**src/rtl/fetch_pkg.sv**
```systemverilog
// Shared types for the fetch stage: widths, FSM states and fetch queue entry.
package fetch_pkg;
    localparam int PC_W   = 16;
    localparam int INST_W = 16;

    typedef enum logic [1:0] {
        S_BOOT,
        S_RUN,
        S_STALL
    } state_t;

    typedef struct packed {
        logic [PC_W-1:0]   pc;
        logic [INST_W-1:0] inst;
    } entry_t;
endpackage

```
**src/rtl/fetch_queue.sv**
```systemverilog
// Fetch queue: DEPTH-entry synchronous FIFO of {pc, inst} with flush.
// Latency: a pushed entry is visible at head the cycle after the push.
// Backpressure: none internally; the producer must never push when full.
module fetch_queue
    import fetch_pkg::*;
#(
    parameter int DEPTH = 4
) (
    input  logic                   clk,
    input  logic                   reset,
    input  logic                   flush,
    input  logic                   push,
    input  entry_t                 push_entry,
    input  logic                   pop,
    output logic [$clog2(DEPTH):0] count,
    output entry_t                 head
);
    localparam int AW = $clog2(DEPTH);
    localparam int CW = AW + 1;

    entry_t        mem [DEPTH];
    logic [AW-1:0] wr_ptr;
    logic [AW-1:0] rd_ptr;

    // Flush wins over a same-cycle push: that word belongs to the old stream.
    always_ff @(posedge clk) begin
        if (reset || flush) begin
            wr_ptr <= '0;
            rd_ptr <= '0;
            count  <= '0;
        end else begin
            if (push) begin
                mem[wr_ptr] <= push_entry;
                wr_ptr      <= wr_ptr + AW'(1);
            end
            if (pop) begin
                rd_ptr <= rd_ptr + AW'(1);
            end
            count <= count + CW'(push) - CW'(pop);
        end
    end

    assign head = mem[rd_ptr];
endmodule

```
**src/rtl/fetch_unit.sv**
```systemverilog
// PC generation and in-order imem fetch into a small queue; FETCH_PERF_CNT_EN adds perf counters.
// Latency: imem_addr follows a redirect one cycle after the pulse; words reach decode the cycle after rvalid.
// Backpressure: requests are credit-limited by queue space and MAX_OUTST; decode stalls via inst_ready.
module fetch_unit
    import fetch_pkg::*;
#(
    parameter logic [15:0] RESET_PC  = 16'h0000,
    parameter int          PC_STEP   = 1,
    parameter int          DEPTH     = 4,
    parameter int          MAX_OUTST = 2
) (
    input  logic        clk,
    input  logic        reset,
    input  logic [15:0] branchpc,
    input  logic        isbranchtaken,
    input  logic        fetch_stall,
    output logic        imem_req,
    output logic [15:0] imem_addr,
    input  logic        imem_gnt,
    input  logic        imem_rvalid,
    input  logic [15:0] imem_rdata,
    output logic        inst_valid,
    output logic [15:0] inst,
    output logic [15:0] inst_pc,
    input  logic        inst_ready
`ifdef FETCH_PERF_CNT_EN
    ,
    output logic [31:0] perf_fetched,
    output logic [31:0] perf_dropped,
    output logic [31:0] perf_stall
`endif
);
    localparam int CW = $clog2(DEPTH) + 1;
    localparam int OW = $clog2(MAX_OUTST + 1);
    localparam int TW = (MAX_OUTST > 1) ? $clog2(MAX_OUTST) : 1;

    state_t          state;
    logic [PC_W-1:0] pc;
    logic [OW-1:0]   outst;
    logic [OW-1:0]   outst_next;
    logic [OW-1:0]   drop;
    logic [PC_W-1:0] tag_mem [MAX_OUTST];
    logic [TW-1:0]   tag_wr;
    logic [TW-1:0]   tag_rd;
    logic [CW-1:0]   count;
    entry_t          head;
    entry_t          push_entry;
    logic            gnt_fire;
    logic            drop_word;
    logic            push;
    logic            pop;
    logic            not_empty;

    function automatic logic [TW-1:0] tag_next(input logic [TW-1:0] ptr);
        return (32'(ptr) == MAX_OUTST - 1) ? '0 : ptr + TW'(1);
    endfunction

    // Credit check counts in-flight words as already occupying queue slots.
    assign imem_req   = (state == S_RUN) && !isbranchtaken
                        && (32'(outst) < MAX_OUTST)
                        && (32'(count) + 32'(outst) < DEPTH);
    assign imem_addr  = pc;
    assign gnt_fire   = imem_req && imem_gnt;
    assign drop_word  = imem_rvalid && (drop != '0);
    assign push       = imem_rvalid && !drop_word && !isbranchtaken;
    assign outst_next = outst + OW'(gnt_fire) - OW'(imem_rvalid);
    assign push_entry = '{pc: tag_mem[tag_rd], inst: imem_rdata};

    assign not_empty  = (count != '0);
    assign inst_valid = not_empty && !isbranchtaken;
    assign pop        = inst_valid && inst_ready;
    assign inst       = not_empty ? head.inst : '0;
    assign inst_pc    = not_empty ? head.pc : '0;

    fetch_queue #(.DEPTH(DEPTH)) u_queue (
        .clk        (clk),
        .reset      (reset),
        .flush      (isbranchtaken),
        .push       (push),
        .push_entry (push_entry),
        .pop        (pop),
        .count      (count),
        .head       (head)
    );

    always_ff @(posedge clk) begin
        if (reset) begin
            state  <= S_BOOT;
            pc     <= RESET_PC;
            outst  <= '0;
            drop   <= '0;
            tag_wr <= '0;
            tag_rd <= '0;
        end else begin
            case (state)
                S_BOOT:  state <= S_RUN;
                S_RUN:   if (fetch_stall) state <= S_STALL;
                S_STALL: if (!fetch_stall) state <= S_RUN;
                default: state <= S_BOOT;
            endcase

            outst <= outst_next;
            // Tag FIFO is never flushed: stale responses still return and must pop their tag.
            if (gnt_fire) begin
                tag_mem[tag_wr] <= pc;
                tag_wr          <= tag_next(tag_wr);
            end
            if (imem_rvalid) begin
                tag_rd <= tag_next(tag_rd);
            end

            if (isbranchtaken) begin
                pc   <= branchpc;
                drop <= outst_next;
            end else begin
                if (gnt_fire) begin
                    pc <= pc + PC_W'(PC_STEP);
                end
                if (drop_word) begin
                    drop <= drop - OW'(1);
                end
            end
        end
    end

`ifdef FETCH_PERF_CNT_EN
    always_ff @(posedge clk) begin
        if (reset) begin
            perf_fetched <= '0;
            perf_dropped <= '0;
            perf_stall   <= '0;
        end else begin
            if (push && (perf_fetched != '1)) begin
                perf_fetched <= perf_fetched + 32'd1;
            end
            if (imem_rvalid && !push && (perf_dropped != '1)) begin
                perf_dropped <= perf_dropped + 32'd1;
            end
            if ((state == S_STALL) && (perf_stall != '1)) begin
                perf_stall <= perf_stall + 32'd1;
            end
        end
    end
`endif
endmodule

```
**config.mk**
```make
export PLATFORM = sky130hd
export DESIGN_NAME = fetch_unit
export DESIGN_NICKNAME = d
export VERILOG_FILES = /design/src/rtl/fetch_pkg.sv /design/src/rtl/fetch_queue.sv /design/src/rtl/fetch_unit.sv
export SDC_FILE = /design/constraint.sdc
export NUM_CORES = 1
export LEC_CHECK = 0
export BUFFER_PORTS_ARGS = -buffer_cell sky130_fd_sc_hd__buf_2
export CAP_MARGIN = 20
export CORE_MARGIN = 1
export CORE_UTILIZATION = 40
export DETAILED_ROUTE_END_ITERATION = 8
export SLEW_MARGIN = 0
export SYNTH_ARGS = -nofsm -noshare
export SYNTH_HDL_FRONTEND = slang
export SYNTH_SLANG_ARGS = --single-unit
```
**constraint.sdc**
```tcl
create_clock -name clk -period 5.58 [get_ports clk]
set_input_delay 0.837 -clock clk [delete_from_list [all_inputs] [get_ports clk]]
set_output_delay 0.837 -clock clk [all_outputs]
set_load 0.01 [all_outputs]
```
After elaboration in Yosys (flattened, before gate mapping)
Memories as Yosys holds them, arrays and structs flattened. A register that Yosys moved wholly into a read port is not among the register bits.
Index checks and enable logic that the tools add are counted.

storage, ports and cells
  output and inout bits = 50
  memories kept = 2
  bits of input ports = 39
  flip-flop bits (word level) = 31
  RAM bits = 160

operators by class
  muxes and demuxes = 21
  reductions and logical operators = 18
  equal/unequal tests = 4
  add/subtract/negate cells = 11
  $lt $le $gt $ge = 2

memories
  name         words  width  read ports  clocked after Yosys merged registers in  wr ports  RTL line           source
  u_queue.mem  4      32     1           1                                        1         fetch_queue.sv:21  entry_t mem [DEPTH];
  tag_mem      2      16     1           1                                        1         fetch_unit.sv:42   logic [PC_W-1:0] tag_mem [MAX_OUTST];

operators with widths
  cell                                                        number
  two-way mux 16 bit                                          4
  adder 16 x 1 -> 16 bit, second input constant               1
  two-way mux 2 bit                                           6
  two-way mux 1 bit                                           10
  logical AND 1 bit                                           9
  case mux 2 bit (3 select lines)                             1
  nonzero test 2 bit                                          3
  adder 2 x 1 -> 2 bit, second input constant                 2
  adder 3 x 2 -> 4 bit                                        1
  less-than comparator 4 x 3 -> 1 bit, second input constant  1
  != test 2 bit, second input constant                        2
  adder 3 x 1 -> 3 bit                                        1
  nonzero test 3 bit                                          1
  subtractor 3 x 1 -> 3 bit                                   1
  adder 1 bit, second input constant                          2
  adder 2 x 1 -> 2 bit                                        1
  equality test 2 x 1 -> 1 bit, second input constant         1
  equality test 2 bit, second input constant                  1
  logical NOT 1 bit                                           2
  logical NOT 2 bit                                           1
  less-than comparator 2 bit, second input constant           1
  AND reduction 2 bit                                         1
  subtractor 2 x 1 -> 2 bit                                   1
  subtractor 2 x 1 -> 2 bit, second input constant            1
  logical OR 1 bit                                            1

Depth between registers and ports, before layout
  depth after elaboration = 8
  gate-level depth with buffers = 12

Cells and area by module
Synthesis repeated with hierarchy kept, for this count alone.

unflattened totals
  cell total of the unflattened synthesis = 471
  area, all modules = 7,911.3 um^2

modules (own cells, without submodules)
  module       cells an instance  area an instance (um^2)  instances
  fetch_queue  210                5,099.9                  1
  fetch_unit   261                2,811.4                  1

Worst setup path before layout
No wires, ideal clock.

  path type = input to register
  start point = in isbranchtaken
  end point = mem tag_mem[1][0], enable pin
  stages on the path = 4
  arrival = 3,163 ps
  path slack = 2,004 ps
  library setup time = 413 ps
  required time = 5,167 ps
  path through = or4_4 -> nor4b_4 -> inv_2 -> nor3b_1

between the ends
  longest elaborated chain between the ends = 8

ends and longest elaborated chain
  what                                     RTL line           source
  from (decl)                              fetch_unit.sv:15   input logic isbranchtaken,
  logical NOT 1 bit                        fetch_unit.sv:59   assign imem_req = (state == S_RUN) && !isbranchtaken
  logical AND 1 bit                        fetch_unit.sv:59
  logical AND 1 bit                        fetch_unit.sv:60   && (32'(outst) < MAX_OUTST)
  logical AND 1 bit                        fetch_unit.sv:61   && (32'(count) + 32'(outst) < DEPTH);
  logical AND 1 bit                        fetch_unit.sv:63   assign gnt_fire = imem_req && imem_gnt;
  two-way mux 1 bit                        fetch_unit.sv:104  if (gnt_fire) begin
  two-way mux 1 bit                        fetch_unit.sv:87   if (reset) begin
  two-way mux 1 bit (implied by the code)  fetch_unit.sv:105  tag_mem[tag_wr] <= pc;
  to (decl)                                fetch_unit.sv:42

No other way between the ends.

Final worst setup path
  start point = in isbranchtaken
  end point = reg drop[1]

between the ends
  longest elaborated chain between the ends = 8
  elaborated cells between the ends (all ways) = 9
  those cells by class = add/sub (2); mux (1); reduce/logical (6)

ends and longest elaborated chain
  what                       RTL line           source
  logical NOT 1 bit          fetch_unit.sv:59
  logical AND 1 bit          fetch_unit.sv:59
  logical AND 1 bit          fetch_unit.sv:60
  logical AND 1 bit          fetch_unit.sv:61
  logical AND 1 bit          fetch_unit.sv:63
  adder 2 x 1 -> 2 bit       fetch_unit.sv:66   assign outst_next = outst + OW'(gnt_fire) - OW'(imem_rvalid);
  subtractor 2 x 1 -> 2 bit  fetch_unit.sv:66
  two-way mux 2 bit          fetch_unit.sv:112  if (isbranchtaken) begin
  to (signal assigned)       fetch_unit.sv:114  drop <= outst_next;
  to (signal assigned)       fetch_unit.sv:120  drop <= drop - OW'(1);
  to (decl)                  fetch_unit.sv:41   logic [OW-1:0] drop;

Several ways; a longest one is shown, not always the timed one.
A chain may end at the register's enable or synchronous reset.

==> flow_metrics.py <==
metrics = {
    "run_status": {
        "outcome": "complete, no violations",
    },
    "power": {
        "power_frac_seq_pct": 53.1,
        "swShare_pct": 23.8,
        "p_sw_mw": 0.731,
        "pwr_density_cell_nw_per_um2": 337,
        "clock_power_share_pct": 40.7,
        "power_report.internal_total_mw": 2.34,
        "combPwrFrac_pct": 6.2,
        "vdd_drop_max_mv": 0.222,
        "p_leak_nw": 3.18,
    },
    "timing": {
        "maxSlewHeadroom_pct": 38.8,
        "tns_ps": 0,
        "hold_viol": 0,
        "timing.fmax_mhz": 279,
        "rsz0062_at_grt": "no",
        "period_needed_ps": 3590,
        "setup_violations": 0,
        "maxSlewViolCount": 0,
        "final.setup_skew_ps": 13.4,
        "hold-worst-slack_ps": 509,
        "worstMarginPinSlew_ps": 915,
        "period_share_pct": 64.3,
    },
    "clock_tree": {
        "cts-resized-gates": 0,
        "cts_sinks": 194,
        "htreeDepth": 4,
        "cts_root_buf": "clkbuf_16",
        "cts.path.max_buffers": 2,
        "cts-hold-fix-buffers": 0,
        "cts_setup_buffers": 0,
        "cts_tree": "built",
        "numCtsBuffers": 17,
        "clk_latency_ps": 440,
        "clk_pin_slew_ps": 70,
    },
    "routing": {
        "wirelength_microns": 14300,
        "drc_errors": 0,
        "routed_via_density": 5.02,
        "drtIter0Drc": 215,
        "dr.pass1.iters": 4,
        "routedWlPerCell_microns": 17.2,
        "ant_nets": 0,
        "vias": 4158,
    },
    "yosys": {
        "synth.avg_cell_area_sq_um": 16.7,
        "ys_seq_area_share_pct": 70.8,
        "yosys.cell_count.top_type": "edfxtp_1",
        "yosysUniqueCellTypes": 42,
        "synth_edf_count": 160,
        "synthArstFlopShare_pct": 0,
        "syn_inst": 465,
        "yosysTopAreaCell": "edfxtp_1",
        "netlist_area_sq_um": 7750,
        "synth_flop_cell": "edfxtp_1",
        "yosys_register_bits": 194,
        "yosys_warnings": 0,
        "synth_top_area_share_pct": 62.0,
        "synthTopCellsByCount": "edfxtp_1, nor2b_1, dfxtp_1",
        "yosys-top-cells-area": "edfxtp_1, mux4_2, dfxtp_1",
        "synth_nets": 516,
    },
    "layout": {
        "final_nets": 607,
        "syn2layout_area_growth_pct": 17.7,
        "fin_cells": 829,
        "antenna_cells": 0,
        "fillers": 1571,
        "drive_above_1_share_pct": 33.4,
    },
    "place": {
        "dp_hpwl_microns": 8840,
        "portBuffers": 88,
        "post-place-cells": 797,
        "gp_congestion": 0.791,
    },
    "global_routing": {
        "use_met2_pct": 24.1,
        "top_usage_layer": "met2",
        "overflow": 0,
        "grt_first_pass_wirelength_microns": 23000,
        "grt_max_degree": 36,
        "grt_pass1_vias": 4278,
        "grtUsageMet1_pct": 20.7,
        "use_met3_pct": 4.01,
        "grt_usage_pct": 15.4,
        "antenna_found_initial": 0,
    },
    "setup_path": {
        "crit_path_end_kind": "flip-flop",
        "worstSetupStartpointType": "input port",
        "cp_data_required_time_ps": 5890,
        "critPathArrivalTime_ps": 3900,
        "path_class": "input port to flip-flop",
        "cp_max_fo": 34,
        "regToRegSetupSlack_ps": 2310,
    },
    "min_path": {
        "hold_class": "flip-flop to flip-flop",
    },
    "die": {
        "start_util_pct": 41.2,
        "core_sq_um": 18800,
        "fp.dieH_microns": 141,
        "die_w_microns": 141,
        "pin_count": 89,
        "dieArea_sq_um": 19900,
        "row_count": 50,
    },
    "flow_run": {
        "cap_violations": 0,
    },
}
==> flip-flops by register name (all words and copies together), names as in the netlist, named ones only <==
register        count
imem_addr          16
tag_mem            32
u_queue.rd_ptr      2
outst               2
tag_rd              1
tag_wr              1
u_queue.count       3
u_queue.mem       128
state               2
drop                2
u_queue.wr_ptr      2
==> through the flow <==
stage                     power, mW  cell area [sq um]  setup slack, ps  util (%)
after detailed placement       1.86               8500             1570      45.1
after floorplan                1.78               7750             2000         -
final                          3.07               9120             1990      48.4
after global placement         1.85               8480             1470      45.1
after CTS                      3.10               9120             2030      48.4
after global routing           3.18               9120             1790      48.4
==> layout by cell type, fill, tap and decap left out, drive strengths merged <==
| cell | instances |
|---|---|
| mux2 | 19 |
| a32oi | 4 |
| and3 | 11 |
| clkinv | 4 |
| nand2b | 5 |
| and4 | 1 |
| nand2 | 12 |
| nand3 | 5 |
| bufinv | 1 |
| xor2 | 3 |
| nor3b | 2 |
| o21ai | 9 |
| ha | 11 |
| clkbuf | 17 |
| o21a | 1 |
| nor2b | 37 |
| and2 | 3 |
| nor4b | 1 |
| nor2 | 25 |
| a31oi | 4 |
| a21oi | 12 |
| fa | 1 |
| dfxtp | 34 |
| o311ai | 1 |
| or2 | 3 |
| a2111oi | 1 |
| a2bb2oi | 1 |
| or4 | 2 |
| mux2i | 1 |
| xnor2 | 9 |
| or3 | 3 |
| mux4 | 32 |
| inv | 27 |
| nor3 | 4 |
| nand4 | 5 |
| o211ai | 1 |
| maj3 | 1 |
| buf | 92 |
| edfxtp | 160 |
| nand3b | 4 |
==> per-layer routing <==
| metal | up-vias | share of wire (%) |
|---|---|---|
| met4 | 0 | 1.6 |
| li1 | 1955 | - |
| met3 | 23 | 5.2 |
| met5 | - | 0 |
| met1 | 2055 | 48 |
| met2 | 125 | 46 |
==> layout make-up <==
type	count	area (sq um)	share of cell area, %
Tap cell	260	325	3.57
Multi-Input combinational cell	234	2140	23.5
Timing Repair Buffer	92	474	5.20
Clock inverter	15	198	2.17
Clock buffer	17	425	4.67
Sequential cell	194	5490	60.2
Inverter	17	63.8	0.700
==> final timing paths <==
kind	start	depth (start not counted)	end
worst max register to register	u_queue.count[1]	12	drop[1]
worst min register to register	u_queue.wr_ptr[1]	2	u_queue.wr_ptr[1]
worst max-delay path	isbranchtaken	12	drop[1]
worst min-delay path	u_queue.wr_ptr[1]	2	u_queue.wr_ptr[1]
==> power groups by stage <==
stage	Clock, mW	Combinational (mW)	Sequential, mW
finish	1.25	0.191	1.63
global route	1.33	0.214	1.64
floorplan	0	0.126	1.65
CTS	1.28	0.195	1.63
detailed placement	0	0.193	1.66
global placement	0	0.188	1.66
==> critical path, stage by stage <==
cell     delay (ps)
buf_2           280
or4_4           630
nor4b_4         780
inv_2           240
ha_1            350
inv_1            40
ha_1            170
xor2_1          170
xnor2_1         140
nor2_1           70
nand2_1         100
o21ai_0          90
==> cells by family after synthesis <==
kind of cell / count (synthesis) / share of synthesized area [%]
flops: 194 / 70.8
buf+inv: 37 / 1.81
compound gates: 34 / 2.68
mux: 52 / 12.2
xor+xnor: 12 / 1.36
fa+ha+maj: 13 / 2.16
simple gates: 123 / 9.02
Note: power is estimated with default switching activity, not from simulation.
